**src/rtl/result_drain.sv**
```systemverilog
`default_nettype none
// +-----------------------------------------------------------------------------+
// | result_drain: captures a finished accumulator tile and streams each element |
// | row-major as a shifted, saturated OUT_WIDTH value over valid/ready.         |
// | Rev 1.0                                                                     |
// +-----------------------------------------------------------------------------+
module result_drain #(
   parameter int WIDTH      = 8,
   parameter int ARRAY_SIZE = 4,
   parameter int ACC_WIDTH  = 2*WIDTH+2,
   parameter int OUT_WIDTH  = 8,
   parameter int IDX_WIDTH  = $clog2(ARRAY_SIZE*ARRAY_SIZE)
) (
   input  logic                                      clk,
   input  logic                                      rst,
   input  logic                                      res_valid,
   input  logic [ACC_WIDTH*ARRAY_SIZE*ARRAY_SIZE-1:0] result,
   input  logic [4:0]                                shift,
   output logic                                      busy,
   output logic                                      m_valid,
   input  logic                                      m_ready,
   output logic [OUT_WIDTH-1:0]                      m_data,
   output logic [IDX_WIDTH-1:0]                      m_index,
   output logic                                      m_last,
   output logic                                      m_sat,
   output logic                                      drop_err
);

   localparam int                     c_NELEM    = ARRAY_SIZE*ARRAY_SIZE;
   localparam logic [4:0]             c_MAX_SH   = 5'(ACC_WIDTH-1);
   localparam logic [IDX_WIDTH-1:0]   c_LAST_IDX = IDX_WIDTH'(c_NELEM-1);
   localparam logic signed [ACC_WIDTH-1:0] c_POS_LIM = ACC_WIDTH'((2**(OUT_WIDTH-1))-1);
   localparam logic signed [ACC_WIDTH-1:0] c_NEG_LIM = ACC_WIDTH'(-(2**(OUT_WIDTH-1)));

   typedef enum logic [0:0] {
      S_IDLE   = 1'b0,
      S_STREAM = 1'b1
   } state_t;

   state_t                                     r_state;
   logic [ACC_WIDTH*c_NELEM-1:0]               r_cap;
   logic [4:0]                                 r_shift;
   logic [IDX_WIDTH-1:0]                       r_idx;
   logic                                       r_drop;

   logic signed [ACC_WIDTH-1:0]                w_elems [c_NELEM];
   logic signed [ACC_WIDTH-1:0]                w_elem;
   logic signed [ACC_WIDTH-1:0]                w_y;
   logic [4:0]                                 w_sh;
   logic [OUT_WIDTH-1:0]                       w_data;
   logic                                       w_sat;
   logic                                       w_busy;
   logic                                       w_last;

   generate
      for (genvar k = 0; k < c_NELEM; k++) begin : g_unpack
         assign w_elems[k] = r_cap[k*ACC_WIDTH +: ACC_WIDTH];
      end
   endgenerate

   // Shifts beyond ACC_WIDTH-1 behave like a full sign-fill.
   assign w_elem = w_elems[r_idx];
   assign w_sh   = (r_shift > c_MAX_SH) ? c_MAX_SH : r_shift;
   assign w_y    = w_elem >>> w_sh;

   always_comb begin
      w_data = w_y[OUT_WIDTH-1:0];
      w_sat  = 1'b0;
      if (w_y > c_POS_LIM) begin
         w_data = {1'b0, {(OUT_WIDTH-1){1'b1}}};
         w_sat  = 1'b1;
      end else if (w_y < c_NEG_LIM) begin
         w_data = {1'b1, {(OUT_WIDTH-1){1'b0}}};
         w_sat  = 1'b1;
      end
   end

   assign w_busy = (r_state == S_STREAM);
   assign w_last = (r_idx == c_LAST_IDX);

   always_ff @(posedge clk or negedge rst) begin
      if (!rst) begin
         r_state <= S_IDLE;
         r_cap   <= '0;
         r_shift <= '0;
         r_idx   <= '0;
         r_drop  <= 1'b0;
      end else begin
         case (r_state)
            S_IDLE: begin
               if (res_valid) begin
                  r_cap   <= result;
                  r_shift <= shift;
                  r_idx   <= '0;
                  r_state <= S_STREAM;
               end
            end
            S_STREAM: begin
               // A new tile cannot be accepted until the current one is drained.
               if (res_valid) begin
                  r_drop <= 1'b1;
               end
               if (m_ready) begin
                  if (w_last) begin
                     r_idx   <= '0;
                     r_state <= S_IDLE;
                  end else begin
                     r_idx <= r_idx + 1'b1;
                  end
               end
            end
            default: r_state <= S_IDLE;
         endcase
      end
   end

   assign busy     = w_busy;
   assign m_valid  = w_busy;
   assign m_data   = w_busy ? w_data : '0;
   assign m_sat    = w_busy & w_sat;
   assign m_last   = w_busy & w_last;
   assign m_index  = r_idx;
   assign drop_err = r_drop;

endmodule
`default_nettype wire
```
**config.mk**
```make
export PLATFORM = sky130hd
export DESIGN_NAME = result_drain
export DESIGN_NICKNAME = d
export VERILOG_FILES = /design/src/rtl/result_drain.sv
export SDC_FILE = /design/constraint.sdc
export NUM_CORES = 1
export LEC_CHECK = 0
export ABC_AREA = 1
export BUFFER_PORTS_ARGS = -buffer_cell sky130_fd_sc_hd__buf_4
export CAP_MARGIN = 5
export CORE_UTILIZATION = 35
export CTS_CLUSTER_SIZE = 12
export DETAILED_ROUTE_END_ITERATION = 10
export SKIP_CTS_REPAIR_TIMING = 1
export SLEW_MARGIN = 20
export SYNTH_ARGS = -nofsm -noshare
export SYNTH_HDL_FRONTEND = slang
export SYNTH_SLANG_ARGS = --single-unit
```
**constraint.sdc**
```tcl
create_clock -name clk -period 5.8 [get_ports clk]
set_input_delay 1.45 -clock clk [delete_from_list [all_inputs] [get_ports clk]]
set_output_delay 1.45 -clock clk [all_outputs]
set_load 0.005 [all_outputs]
```
==> reports/qor.yml <==
die_area_sq_um: 43500
first_pass_iters: 5
slew_viol_final: 0
final_cell_area_sq_um: 18700
synthArstFlopShare_pct: 100
p_total_mw: 10.5
dp_cells: 2804
critical_path_class: "flip-flop to output pin"
power_switching_share_pct: 42.8
grt_max_degree: 220
worstMarginPinSlew_ns: 1.01
startpoint_type: "flip-flop"
worst-endpoint-required_ns: 4.35
synth_fp_nets: 2359
grt_pass1_wl_mm: 79.6
n_fill_cell: 4362
yosysTopAreaCell: "dfrtp_1"
max_stage_delay_ns: 0.64
finalSetupViolCount: 0
holdCritPathClass: "flip-flop to flip-flop"
io_buffers: 313
area_growth_syn_to_layout_pct: 25.5
min_period_over_period_pct: 92.7
cp_data_arrival_time_ns: 3.93
cellPowerDensity_nw_per_um2: 561
regToRegStartpoint: "busy$_DFF_PN0_"
drc_errors: 0
drive_gt1_share_pct: 17.4
min_period_ns: 5.38
gp_congestion: 0.842
root_buffer: "clkbuf_16"
fp-row-count: 75
vdd_drop_max_mv: 0.200
syn_avg_cell_area_sq_um: 7.25
start_util_pct: 35.5
ys_ff_latch: 299
relSlewSlack_pct: 32.5
finalNonFillerCells: 2865
max_cap_viol_count: 0
combPwrFrac_pct: 45.1
synth_cells: 2061
layout_commonest_cell: "nand2_1"
critPathSlowestCell: "dfrtp_4"
grt_pass1_vias: 14200
synth-edff-count: 0
crit_start: "m_index[0]$_DFFE_PN0P_"
vias_per_cell: 4.95
final_util_pct: 44.6
antenna_found_initial: 0
grt_overflow: 0
final_cell_mix: "946 x nand2_1, 329 x buf_4, 296 x dfrtp_1"
p_sw_mw: 4.49
clk_path_buf_depth: 3
crit_chain: "inv_4, buf_12, buf_4, nand2_1, nand3_1, nand3_1, nand3_1, nand2_1, inv_1, nand2_1, o21ai_0, o21ai_0, o21ai_0, o21a_1, nand2_1, a21oi_1, buf_4"
hold_depth: 2
rrSetupSlack_ns: 3.58
dpl.hpwl_mm: 35.2
wl_per_cell_microns: 17.6
first_iter_violations: 1112
yosysTopAreaCellShare_pct: 50.1
pin_count: 314
ys_seq_area_share_pct: 50.1
p_clk_share_pct: 20.6
max_freq_ghz: 0.186
drt_wl_total_mm: 50.5
placed_cell_area_sq_um: 17600
clkLatencyLatePin_ns: 0.56
yosys-top-cells-area: "dfrtp_1 50%, nand2_1 24%, nand3_1 7.8%, o21ai_0 5.4%, inv_1 2.8%"
endpoint_kind: "output pin"
static-leakage-power_nw: 9.66
antenna_left: 0
synth.distinct_cells: 33
syn_area_sq_um: 14900
status: "finished, final reports clean"
worst-r2r-cell-count: 4
r2r-end: "m_index[0]$_DFFE_PN0P_"
via_count: 14200
coreArea_sq_um: 42000
cts_buffers: 35
ys.warnings.count: 0
htreeDepth: 2
die_x_microns: 209
cts_tree: "done"
die_h_microns: 209
min_to: "r_cap[84]$_DFFE_PN0P_"
cts.sinks: 299
worst-path-max-fanout: 46
tns_ns: 0
hold_violations: 0
p_int_mw: 6.02
holdCritStartpoint: "r_cap[84]$_DFFE_PN0P_"
path_clk_slew_ns: 0.06
crit_path_frequent_cell: "nand2_1"
fin_skew_ns: 0.0300
yosys_most_used_dff: "dfrtp_1"
seq_power_share_pct: 34.3
track_usage_pct: 23.4
rsz0062_at_grt: "no"
nets: 2600
-- critical path: cells and delay by family (launching register included) --
family / cells / cell delay, ns
AND/OR/NAND/NOR: 7 / 0.60
flip-flops: 1 / 0.64
buffers and inverters: 5 / 1.22
AO/OA/AOI/OAI: 5 / 0.89
-- per-layer routing --
layer,vias to the layer above,routed length (microns),global-route usage (%)
li1,7004,-,-
met2,426,22700,36.8
met4,0,1300,7.38
met1,6698,23700,33.2
met3,67,2720,3.47
met5,-,0,0
-- state kept, by name, indices dropped and copies added (netlist names) --
name      cells
busy          1
m_index       4
drop_err      1
r_cap       288
r_shift       5
-- kinds of logic (layout without fill, tap and decap cells) --
kind of cell / after synthesis / count (layout) / share of synthesized area, %
other: 0 / 1 / 0
flip-flops: 299 / 299 / 50.1
adder cells (fa/ha/maj): 1 / 1 / 0.0838
AND/OR/NAND/NOR: 1267 / 1267 / 33.9
AO/OA/AOI/OAI: 242 / 242 / 8.65
XOR/XNOR: 1 / 1 / 0.0587
buffers and inverters: 251 / 515 / 7.17
-- layout make-up --
cell class | count | area [sq um] | area share (%)
sequential | 299 | 7490 | 40.0
multi-input combinational | 1511 | 6390 | 34.1
timing repair buffer | 337 | 2630 | 14.0
clock buffer | 51 | 1020 | 5.43
tap | 539 | 674 | 3.60
inverter | 118 | 452 | 2.41
clock inverter | 9 | 90.1 | 0.481
antenna | 1 | 2.50 | 0.0134
-- worst max path at each step --
stage | to | slack, ns | cells past startpoint
floorplan | m_data[1] | 2.21 | 15
global placement | m_data[5] | 1.05 | 18
detailed placement | m_data[4] | 1.02 | 17
CTS | m_data[4] | 0.40 | 17
global route | m_data[0] | 0.10 | 17
finish | m_data[4] | 0.42 | 17
-- cell usage after synthesis, drive strengths merged (2+ instances only) --
cell type,instances
a31oi,6
buf,49
inv,115
o21a,2
o22ai,2
clkbuf,84
o221ai,5
o21ai,180
nand2,948
nand3,234
or2,4
clkinv,3
dfrtp,299
a21oi,30
o211ai,11
nor2,79
-- metrics by stage --
stage / worst slack, ns / hold slack (ns)
detailed placement: 1.02 / 0.451
global route: 0.105 / 0.481
global placement: 1.05 / 0.448
finish: 0.425 / 0.461
floorplan: 2.21 / 0.434
CTS: 0.403 / 0.465
-- power groups by stage --
stage	sequential [mW]	clock, mW	combinational [mW]
finish	3.60	2.16	4.74
global route	3.71	2.29	5.39
CTS	3.60	2.22	4.80
detailed placement	3.63	0	4.78
global placement	3.60	0	4.75
floorplan	3.42	0	3.27
Note: power is estimated with default switching activity, not from simulation.
